[src/rtl/key_pkg.sv]
// Shared constants and types for the key-to-instruction front end.
package key_pkg;
    localparam int INSN_W = 32;
    localparam logic [INSN_W-1:0] NOP             = '0;
    localparam logic [INSN_W-1:0] INSN_MOVE_LEFT  = 32'h2843FFE0;
    localparam logic [INSN_W-1:0] INSN_MOVE_RIGHT = 32'h28420020;

    // Output register contents: valid flag plus the instruction word.
    typedef struct packed {
        logic              valid;
        logic [INSN_W-1:0] insn;
    } insn_slot_t;

    // Counter width able to hold max_val; never narrower than one bit.
    function automatic int cnt_w(input int max_val);
        return (max_val < 1) ? 1 : $clog2(max_val + 1);
    endfunction
endpackage

[src/rtl/key_debounce.sv]
// One key channel: synchroniser, debouncer, press and auto-repeat event pulses.
module key_debounce
    import key_pkg::*;
#(
    parameter int DEBOUNCE_CYCLES = 4,
    parameter int REPEAT_DELAY    = 8,
    parameter int REPEAT_PERIOD   = 4
) (
    input  logic clk_in,
    input  logic reset,
    input  logic key_n,
    input  logic repeat_en,
    output logic key_down,
    output logic key_event
);
    localparam int CW   = cnt_w(DEBOUNCE_CYCLES - 1);
    localparam int RMAX = (REPEAT_DELAY > REPEAT_PERIOD) ? REPEAT_DELAY : REPEAT_PERIOD;
    localparam int RW   = cnt_w(RMAX);
    localparam logic [CW-1:0] C_LAST   = CW'(DEBOUNCE_CYCLES - 1);
    localparam logic [RW-1:0] R_DELAY  = RW'(REPEAT_DELAY);
    localparam logic [RW-1:0] R_PERIOD = RW'(REPEAT_PERIOD);

    logic [1:0]    sync;
    logic          pressed;
    logic          d;
    logic          d_q;
    logic [CW-1:0] c;
    logic [RW-1:0] r;
    logic          ph;
    logic          press;
    logic          fire;

    // Two-flop synchroniser; holds the pressed level so cleared flops read as released
    always_ff @(posedge clk_in) begin
        if (reset) sync <= '0;
        else       sync <= {sync[0], ~key_n};
    end

    assign pressed = sync[1];

    // Accept a level change only after it has persisted for DEBOUNCE_CYCLES cycles
    always_ff @(posedge clk_in) begin
        if (reset) begin
            d   <= 1'b0;
            d_q <= 1'b0;
            c   <= '0;
        end else begin
            d_q <= d;
            if (pressed == d) begin
                c <= '0;
            end else if (c == C_LAST) begin
                d <= ~d;
                c <= '0;
            end else begin
                c <= c + 1'b1;
            end
        end
    end

    // r counts cycles since the last event; ph marks that the first repeat has fired
    assign press = d & ~d_q;
    assign fire  = d & repeat_en & (ph ? (r == R_PERIOD) : (r == R_DELAY));

    // Repeat timer: idle at zero unless the key is held with repeat enabled
    always_ff @(posedge clk_in) begin
        if (reset || !(d && repeat_en)) begin
            r  <= '0;
            ph <= 1'b0;
        end else if (fire) begin
            r  <= RW'(1);
            ph <= 1'b1;
        end else begin
            r  <= r + 1'b1;
        end
    end

    assign key_down  = d;
    assign key_event = press | fire;
endmodule

[src/rtl/key_insn_injector.sv]
// Key events to instruction words: per-key pending bits, priority pick, output register.
module key_insn_injector
    import key_pkg::*;
#(
    parameter int N_KEYS          = 3,
    parameter int DEBOUNCE_CYCLES = 4,
    parameter int REPEAT_DELAY    = 8,
    parameter int REPEAT_PERIOD   = 4
) (
    input  logic                     clk_in,
    input  logic                     reset,
    input  logic [N_KEYS-1:0]        key_n,
    input  logic [INSN_W*N_KEYS-1:0] insn_table,
    input  logic [N_KEYS-1:0]        repeat_en,
    input  logic                     insn_ready,
    output logic [INSN_W-1:0]        insn_key,
    output logic                     insn_valid,
    output logic [N_KEYS-1:0]        key_down,
    output logic                     dropped
);
    logic [N_KEYS-1:0] ev;
    logic [N_KEYS-1:0] pend;
    logic [N_KEYS-1:0] clr;
    logic              load;
    logic              found;
    insn_slot_t        slot_q;
    insn_slot_t        slot_nxt;

    for (genvar g = 0; g < N_KEYS; g++) begin : g_key
        key_debounce #(
            .DEBOUNCE_CYCLES(DEBOUNCE_CYCLES),
            .REPEAT_DELAY   (REPEAT_DELAY),
            .REPEAT_PERIOD  (REPEAT_PERIOD)
        ) u_deb (
            .clk_in   (clk_in),
            .reset    (reset),
            .key_n    (key_n[g]),
            .repeat_en(repeat_en[g]),
            .key_down (key_down[g]),
            .key_event(ev[g])
        );
    end

    // The output register is free when empty or being drained this cycle
    assign load = ~slot_q.valid | insn_ready;

    // Lowest-index pending key wins; its bit is released only when the register loads
    always_comb begin
        clr      = '0;
        found    = 1'b0;
        slot_nxt = '{valid: 1'b0, insn: NOP};
        for (int i = 0; i < N_KEYS; i++) begin
            if (pend[i] && !found) begin
                found    = 1'b1;
                clr[i]   = load;
                slot_nxt = '{valid: 1'b1, insn: insn_table[i*INSN_W +: INSN_W]};
            end
        end
    end

    // Pending bits: a new event beats a same-cycle clear; a second event while pending is lost
    always_ff @(posedge clk_in) begin
        if (reset) begin
            pend    <= '0;
            dropped <= 1'b0;
        end else begin
            pend <= (pend & ~clr) | ev;
            if (|(ev & pend & ~clr)) dropped <= 1'b1;
        end
    end

    // Output register holds steady while the processor stalls
    always_ff @(posedge clk_in) begin
        if (reset)     slot_q <= '{valid: 1'b0, insn: NOP};
        else if (load) slot_q <= slot_nxt;
    end

    assign insn_key   = slot_q.insn;
    assign insn_valid = slot_q.valid;
endmodule
[config.mk]
export PLATFORM = sky130hd
export DESIGN_NAME = key_insn_injector
export DESIGN_NICKNAME = d
export VERILOG_FILES = /design/src/rtl/key_pkg.sv /design/src/rtl/key_debounce.sv /design/src/rtl/key_insn_injector.sv
export SDC_FILE = /design/constraint.sdc
export NUM_CORES = 1
export LEC_CHECK = 0
export ABC_AREA = 0
export CORE_MARGIN = 1.5
export CORE_UTILIZATION = 43
export CTS_CLUSTER_SIZE = 14
export DETAILED_ROUTE_END_ITERATION = 16
export HOLD_SLACK_MARGIN = 0.03
export PLACE_DENSITY = 0.81
export SYNTH_ARGS = -nofsm -noshare
export SYNTH_HDL_FRONTEND = slang
export SYNTH_SLANG_ARGS = --single-unit
[constraint.sdc]
create_clock -name clk_in -period 1.4 [get_ports clk_in]
set_input_delay 0.28 -clock clk_in [delete_from_list [all_inputs] [get_ports clk_in]]
set_output_delay 0.28 -clock clk_in [all_outputs]
set_load 0.01 [all_outputs]
==> impl_metrics.tcl <==
set metrics [dict create \
    wirelength_um 9140 \
    dp_hpwl_um 6900 \
    drive_gt1_frac 0.0724 \
    cpPeakStageDelay_ps 400 \
    clock-sinks 70 \
    setup_slack_ps 93.6 \
    ios 142 \
    die_h_um 91.9 \
    synthCells 442 \
    dp_slack_ps -107 \
    p_int_uw 3200 \
    grt_pass1_wl_um 14700 \
    portBuffers 141 \
    design_area_um2 5120 \
    rows 32 \
    worst_slew_pin_slew_ps 338 \
    rsz0062_at_grt "no" \
    ys_seq_area_frac 0.413 \
    grt_util_all_layers 0.222 \
    finalCriticalPeriod_ps 1310 \
    finalCritPeriodShare 0.933 \
    ant_nets 0 \
    syn_nets 556 \
    hold_viol 0 \
    crit_slowest_cell "or3b_1" \
    critPathBufInv 0 \
    fin_cells 682 \
    clock_skew_ps 8.83 \
    cellLeakagePower_uw 0.00190 \
    yosys_warnings 0 \
    synth_cell_types 33 \
    die_w_um 91.9 \
    grt_max_degree 39 \
    grt_overflow 0 \
    synth_area_um2 3390 \
    crit_path_cell_trace "or3b_1 -> a21oi_4 -> o21bai_1 -> a41oi_2" \
    switching_share 0.206 \
    gp_congestion 0.837 \
    post_cts_buffers 0 \
    fmax_mhz 765 \
    final_common_cell "clkdlybuf4s50_1" \
    status "finished, final reports clean" \
    vias_per_cell 4.98 \
    antenna_cells 0 \
    drt-wirelength-per-cell_um 13.4 \
    layout_common_cells "clkdlybuf4s50_1, nand2_1, dfxtp_1" \
    setup_viol 0 \
    start_util 0.442 \
    slew_violations 0 \
    worst_setup_path_start_kind "register" \
    irDropWorstVdd_v 0.000562 \
    avgSynthCellArea_um2 7.68 \
    antenna_found_initial 0 \
    hp-class "primary input to register" \
    drc 0 \
    fin_nets 689 \
    crit_required_ps 1680 \
    critPathKind "register to register" \
    crit_family "compound AO/OA/AOI/OAI gates" \
    cts_root_buf "clkbuf_8" \
    placed_cell_area_um2 4940 \
    clkPwrFrac 0.414 \
    slew_headroom 0.772 \
    clk_path_buf_depth 2 \
    power.switching_uw 829 \
    cap_violations 0 \
    vias 3394 \
    clk_pin_slew_ps 70 \
    p_per_area_nw_per_um2 786 \
    worst-endpoint-arrival_ps 1580 \
    grt_pass1_vias 3096 \
    p_seq_frac 0.498 \
    h-tree-depth 3 \
    cts_hold_buf 0 \
    critPathCaptureType "register" \
    fill_cells 651 \
    placed_cells 666 \
    dr.pass1.iters 4 \
    cts_buffers 9 \
    comb_power_share 0.088 \
    drt_iter0_markers 135 \
    area_growth_pct 50.8 \
    ys_ff_latch 70 \
    die_area_um2 8440 \
    clkLatencyLatePin_ps 350 \
    cts_tree "built" \
    crit_fanout 5 \
    core-area_um2 7690 \
]
## what timing repair did
action | in CTS | in global routing
resized for setup | 39 | 3
pin swaps | 0 | 3
endpoints found under the setup margin | 37 | 8
## cell families (layout without fill, tap and decap cells)
kind of cell / Yosys count / in the layout / synth area share
buffers and inverters: 46 / 184 / 0.0597
AO/OA/AOI/OAI: 114 / 114 / 0.204
XOR/XNOR: 9 / 9 / 0.0232
AND/OR/NAND/NOR: 191 / 191 / 0.258
flip-flops: 70 / 70 / 0.413
adder cells (fa/ha/maj): 9 / 9 / 0.0332
multiplexers: 3 / 3 / 0.00885
## metal layers
| layer | vias to the layer above | share of wire | track usage |
|---|---|---|---|
| met1 | 1558 | 0.44 | 0.278 |
| met2 | 94 | 0.48 | 0.378 |
| met5 | - | 0 | 0 |
| met3 | 9 | 0.064 | 0.0531 |
| met4 | 0 | 0.010 | 0.0615 |
| li1 | 1733 | - | - |
## metrics by stage
step	power (uW)	hold slack, ps	TNS, ps	utilization
global route	4180	233	0	0.666
global placement	2400	405	-1570	0.642
CTS	4070	214	0	0.664
detailed placement	2400	418	-2000	0.642
floorplan	2100	347	0	-
finish	4030	222	0	0.666
## cells in the mapped netlist, drive strengths merged
master,n,area (um^2)
o211ai,33,248
nor4,1,6.26
and3,2,12.5
nor2b,10,62.6
dfxtp,70,1400
buf,19,101
nand2,100,375
nor2,29,109
o21a,4,30.0
a21oi,38,198
nor3b,1,7.51
a21boi,1,7.51
nand2b,34,213
ha,9,113
or3,3,18.8
or3b,2,17.5
a41oi,1,16.3
and3b,1,8.76
o31ai,1,7.51
xnor2,6,52.6
or2,1,6.26
nand3,5,25.0
inv,12,45.0
o21ai,34,170
xor2,3,26.3
o21bai,2,15.0
nand3b,2,15.0
mux2i,3,30.0
clkbuf,15,56.3
## state kept, by name, indices dropped and copies added, names as in the netlist
register / count
insn_key: 32
g_key.u_deb.r: 12
g_key.u_deb.c: 6
g_key.u_deb.sync: 6
g_key.u_deb.d_q: 3
g_key.u_deb.key_down: 3
g_key.u_deb.ph: 3
pend: 3
dropped: 1
insn_valid: 1
## path summary, 6_finish.rpt
| kind | cells after the start | startpoint | to | slack (ps) |
|---|---|---|---|---|
| max | 4 | g_key[1].u_deb.r[3] | dropped | 90 |
| min reg2reg | 1 | g_key[0].u_deb.c[0] | g_key[0].u_deb.c[0] | 430 |
| min | 2 | reset | g_key[2].u_deb.sync[0] | 220 |
| max reg2reg | 4 | g_key[1].u_deb.r[3] | dropped | 90 |
## power groups by stage
stage | Clock (uW) | Sequential, uW | Combinational [uW]
finish | 1670 | 2010 | 354
floorplan | 0 | 2050 | 48.1
global route | 1800 | 2010 | 373
detailed placement | 0 | 2050 | 352
CTS | 1710 | 2000 | 356
global placement | 0 | 2050 | 349
## cell type report
class,instances,area (um^2),share of cell area
multi-input combinational,326,1810,0.353
clock inverter,5,57.6,0.0112
tap,102,128,0.0249
inverter,12,45.0,0.00880
timing repair buffer,156,1520,0.297
sequential,70,1410,0.275
clock buffer,11,151,0.0296
(Power assumes the default switching activity.)
==> RTL change 1: new RTL, same flow settings <==
`DEBOUNCE_CYCLES` is set to 4 in 2 places; all go to 2.
--- a/src/rtl/key_debounce.sv
+++ b/src/rtl/key_debounce.sv
@@ -4,3 +4,3 @@
 #(
-    parameter int DEBOUNCE_CYCLES = 4,
+    parameter int DEBOUNCE_CYCLES = 2,
     parameter int REPEAT_DELAY    = 8,
--- a/src/rtl/key_insn_injector.sv
+++ b/src/rtl/key_insn_injector.sv
@@ -5,3 +5,3 @@
     parameter int N_KEYS          = 3,
-    parameter int DEBOUNCE_CYCLES = 4,
+    parameter int DEBOUNCE_CYCLES = 2,
     parameter int REPEAT_DELAY    = 8,
Function: changed (Yosys sat finds a counterexample within 10 cycles, from zero or initial values and one cycle with reset high).
==> RTL change 1 against the original RTL <==
  * Worst setup slack lost 24 ps
  * Via count is 2.8% lower
  * Worst hold slack better by 20 ps
  * Synthesized area shrank 1.8%
  * Critical path type unchanged
  * Power decreased by 6.8%
  * Sequential share of layout area down 0.50 points
  * Largest cell class unchanged
  * Sequential cell count fell by 3
  * Wire length decreased by 2.5%
  * Sequential power decreased by 4%
  * Maximum frequency decreased by 1.8%
  * Design area down 2.6%
  * Synthesized cell count down 3.6%
==> RTL change 1: results (changes against the original RTL) <==
- Detailed-route wire length: 8910 um (-2.5%)
- Layout cells sized above 1: 9.15% (+1.9 points)
- Leakage: 1.84 nW (-3.2%)
- Post-placement worst setup slack: -135 ps (-27.8 ps)
- Hold Crit Class: in2reg
- Min Tclk post-route: 1330 ps (+23.8 ps)
- Routability cong.: 0.787 (-5.9%)
- Yosys warnings: 0 (unchanged)
- First-pass GRT wire length: 14000 um (-4.8%)
- DP Area: 4840 sq um (-2.0%)
- Clock slew at reported path FFs: 70 ps (about the same)
- Port bufs: 141 (unchanged)
- Internal: 0.00290 W (-9.2%)
- Peak supply drop: 440 uV (-22%)
- Number of global-route vias before repair: 3063 (-1.1%)
- Slew HR: 82.0% (+4.8 points)
- Sequential area share after synthesis: 40.2% (-1.1 points)
- Synth area leaders: dfxtp_1 (40%), nand2_1 (11%), o211ai_1 (7.2%)
- Distinct cells, synth: 39 (+18%)
- Fillcell total: 634 (-2.6%)
- Peak fanout along the critical path: 5 (unchanged)
- Htree depth: 3 (unchanged)
- Synth cell count leaders: nand2_1 (99), dfxtp_1 (67), a21oi_1 (34), nand2b_1 (34), o21ai_0 (34)
- Vias: 3299 (-2.8%)
- First-pass detailed-route iteration total: 4 (unchanged)
- Clock Skew: 11.5 ps (+2.67 ps)
- Async S/R FF share, synth: 0% (unchanged)
- Antenna violations before repair: 0 (unchanged)
- Largest net degree at the start of global routing: 48 (+23%)
- Clk Latency, worst-skew pair: around 340 ps
- GR Util All Layers: 21.2% (-0.96 points)
- 1st-iter DRT viols: 104 (-23%)
- CTS Root Cell: clkbuf_8
- R2r setup slk: 70 ps (-20 ps)
- Num CTS Buffers: 9 (unchanged)
- Status: finished, final reports clean
- Layout Nets: 674 (-2.2%)
- Clock buffer depth: 2 (unchanged)
- Critical Path AT: 1560 ps (-20 ps)
- Number of flip-flops in the largest register: 32 (unchanged)
- Grt ovf: 0 (unchanged)
- Max Cap Viol: 0 (unchanged)
- Dpl hpwl: 6680 um (-3.2%)
- Antenna cell count: 0 (unchanged)
- Post-Syn Nets: 537 (-3.4%)
-- RTL change 1: kinds of logic (layout without fill, tap and decap cells) --
kind of cell               after synthesis  count (layout)  synth area share (%)
DFF                                     67              67                  40.2
muxes                                    3               3                 0.901
xor gates and xnor gates                 9               9                  2.36
and+or+nand+nor                        185             185                  25.9
adders and majority gates                6               6                  2.25
buffers and inverters                   43             185                  7.05
AOI/OAI and AO/OA                      113             113                  21.3
-- RTL change 1: timing repair --
item	CTS	global route
resized for setup	38	2
endpoints found under the setup margin	37	3
setup buffers	0	1
hold endpoints to repair	0	0
pin swaps	0	1
-- RTL change 1: layout make-up --
type,count,area share (%)
clock inverters,6,0.828
clock buffers,10,2.76
flip-flops and latches,67,27.0
multi-input cells,316,35.4
well taps,99,2.48
repair buffers,160,30.9
inverters,9,0.677
-- RTL change 1: worst paths after layout --
check / to / from / cells after the start
max: g_key[1].u_deb.r[3] / g_key[1].u_deb.r[3] / 4
min: g_key[2].u_deb.d_q / reset / 2
max reg2reg: g_key[1].u_deb.r[3] / g_key[1].u_deb.r[3] / 4
min reg2reg: g_key[2].u_deb.sync[1] / g_key[2].u_deb.sync[0] / 1
-- RTL change 1: stage by stage --
step	hold WS, ps	util, %	TNS, ps	cells
4_1_cts	228	67.5	0	666
6_report	243	67.7	0	667
3_5_place_dp	426	65.7	-3600	650
2_1_floorplan	347	-	0	426
3_3_place_gp	418	65.7	-1460	650
5_1_grt	227	67.7	0	667
-- RTL change 1: metal layers --
metal / vias up / global-route usage [%] / share of wire, %
met5: - / 0 / 0
met2: 91 / 38.2 / 51
met3: 11 / 5.36 / 5.3
met4: 0 / 8.07 / 1.6
met1: 1501 / 23.7 / 42
li1: 1696 / - / -
-- RTL change 1: power groups by stage --
stage               clock network [W]   logic, W  registers (W)
finish                        0.00144   0.000385        0.00193
CTS                           0.00146   0.000386        0.00193
detailed placement                  0   0.000387        0.00197
floorplan                           0  0.0000755        0.00198
global route                  0.00155   0.000408        0.00193
global placement                    0   0.000381        0.00197
-- RTL change 1: worst max-delay path, cell delays in order (launching register included) --
cell      delay [ps]
dfxtp_1          370
or3b_4           410
a21oi_4          200
nand2b_1         180
nor2_1            70
==> RTL change 2: new RTL, same settings <==
Without the edit above. Add an input register stage for `key_n`, without a reset; this delays it by one clock. The other inputs are not delayed to match.
--- a/src/rtl/key_insn_injector.sv
+++ b/src/rtl/key_insn_injector.sv
@@ -20,2 +20,9 @@
 );
+
+    logic [N_KEYS-1:0] key_n_q;
+
+    always_ff @(posedge clk_in) begin
+        key_n_q <= key_n;
+    end
+
     logic [N_KEYS-1:0] ev;
@@ -36,3 +43,3 @@
             .reset    (reset),
-            .key_n    (key_n[g]),
+            .key_n    (key_n_q[g]),
             .repeat_en(repeat_en[g]),
Check against the original RTL: not equivalent (Yosys sat finds a counterexample within 10 cycles, from zero or initial values and one cycle with reset high).
==> RTL change 2 against the original RTL <==
  * Cell count increased by 1.6%
  * Synthesized area increased by 1.8%
  * Synthesized cell count increased by 0.68%
  * Wire length increased by 6.1%
  * Power decreased by 1.1%
  * Sequential cell count increased by 3
  * Clock skew increased by 3.4 ps
  * Global-route usage increased by 0.74 points
  * Worst setup slack got worse by 53 ps
  * Maximum frequency decreased by 3.9%
  * Design area increased by 2.9%
  * Clock power decreased by 8%
  * Largest power group unchanged
==> RTL change 2: results (changes against the original RTL) <==
- Synth cell count leaders: nand2_1 (100), dfxtp_1 (73), a21oi_1 (36)
- Clk Latency, worst-skew pair: 350 ps (about the same)
- Non-Filler Instances: 693 (+1.6%)
- DRT antenna net count: 0 (unchanged)
- Distinct cells, synth: 33 (unchanged)
- WHS: 187 ps (-35.6 ps)
- Layout Nets: 700 (+1.6%)
- Htree depth: 3 (unchanged)
- Sequential area share after synthesis: 42.3% (+1.0 points)
- Setup bufs post-CTS: 0 (unchanged)
- Post-Syn Nets: 559 (+0.54%)
- CTS Root Cell: clkbuf_8
- Min Tclk post-route: 1360 ps (+52.5 ps)
- Clock buffer depth: 2 (unchanged)
- Worst R2R Path Depth: 6 (+2)
- Dpl cells: 677 (+1.7%)
- Beginning of the worst hold path: reset
- Post-placement worst setup slack: -121 ps (-14.1 ps)
- Antenna cell count: 0 (unchanged)
- Peak fanout along the critical path: 3 (-2)
- Fillcell total: 666 (+2.3%)
- Largest net degree at the start of global routing: 52 (+33%)
- Min-Delay Path Depth: 2 (unchanged)
- Number of flip-flops in the largest register: 32 (unchanged)
- Mapped Cells: 445 (+0.68%)
- Top_reg_cell synth: dfxtp_1
- First-pass detailed-route iteration total: 4 (unchanged)
- Layout cells sized above 1: 9.48% (+2.2 points)
- Port bufs: 141 (unchanged)
- Leakage: 1.97 nW (+3.8%)
- Clock slew at reported path FFs: ~80 ps
- Critical path capture point type: register
- 1st-iter DRT viols: 113 (-16%)
- R2r setup slk: 40 ps (-50 ps)
- GR Util All Layers: 22.9% (+0.74 points)
- Clock Skew: 12.2 ps (+3.40 ps)
- Yosys warnings: 0 (unchanged)
- Antenna violations before repair: 0 (unchanged)
- Peak supply drop: 499 uV (-11%)
- Status: finished, final reports clean
- Synth area leaders: dfxtp_1 (42%), nand2_1 (11%), o211ai_1 (7.2%)
- Vias: 3463 (+2.0%)
- Hold Crit Class: in2reg
- Critical Path AT: between 1500 and 2000 ps
- Reg2reg end: dropped
- Routability cong.: 0.731 (-13%)
- First-pass GRT wire length: 15600 um (+5.5%)
- Async S/R FF share, synth: 0% (unchanged)
- Number of global-route vias before repair: 3414 (+10%)
- DP Area: 5100 sq um (+3.2%)
- Dpl hpwl: 7340 um (+6.3%)
- Number of enable flip-flop cells after synthesis: 0 (unchanged)
- Worst hold path endpoint: g_key[1].u_deb.sync[1]
- Detailed-route wire length: 9700 um (+6.1%)
- Num CTS Buffers: 9 (unchanged)
- Slew HR: 79.9% (+2.7 points)
- Critical Path Source: g_key[0].u_deb.r[1]
RTL change 2: cell types whose count changed after synthesis:
cell | unedited run | this run
dfxtp_1 | 70 | 73
RTL change 2: report_power, final:
group / total, W / switching, W / internal [W]
sequential: 0.00210 / 0.00000589 / 0.00209
combinational: 0.000352 / 0.0000742 / 0.000277
clock: 0.00153 / 0.000824 / 0.000709
total: 0.00398 / 0.000904 / 0.00308
RTL change 2: area by class of cell:
class | count | area, sq um | share of cell area (%)
multi-input cells | 326 | 1810 | 34.4
inverters | 12 | 45.0 | 0.855
clock inverters | 6 | 50.0 | 0.950
clock buffers | 10 | 138 | 2.61
flip-flops and latches | 73 | 1470 | 28.0
repair buffers | 164 | 1620 | 30.8
well taps | 102 | 128 | 2.42
RTL change 2: layer usage:
metal	share of wire [%]	GRT usage, %	wire [um]	vias to the layer above
met5	0	0	0	-
li1	-	-	-	1761
met1	40	25.3	3890	1561
met2	49	41.3	4770	119
met3	8.1	5.42	784	22
met4	2.5	10.4	247	0
RTL change 2: cell families (layout without fill, tap and decap cells):
group / count (synthesis) / after routing / share of synthesized area [%]
mux: 3 / 3 / 0.869
buf+inv: 46 / 192 / 5.87
xor+xnor: 9 / 9 / 2.28
simple gates: 191 / 191 / 25.4
fa+ha+maj: 9 / 9 / 3.26
compound gates: 114 / 114 / 20.0
flops: 73 / 73 / 42.3
RTL change 2: worst max-delay path, cell delays in order (launching register included):
cell and delay (ps):
dfxtp_2 350, inv_1 50, ha_1 180, and3_4 180, o21a_1 110, o211ai_1 220, a41oi_2 140
RTL change 2: what timing repair did:
action,4_1_cts,5_1_grt
setup endpoints to repair,38,7
pin swaps,1,3
gates resized for setup,39,9
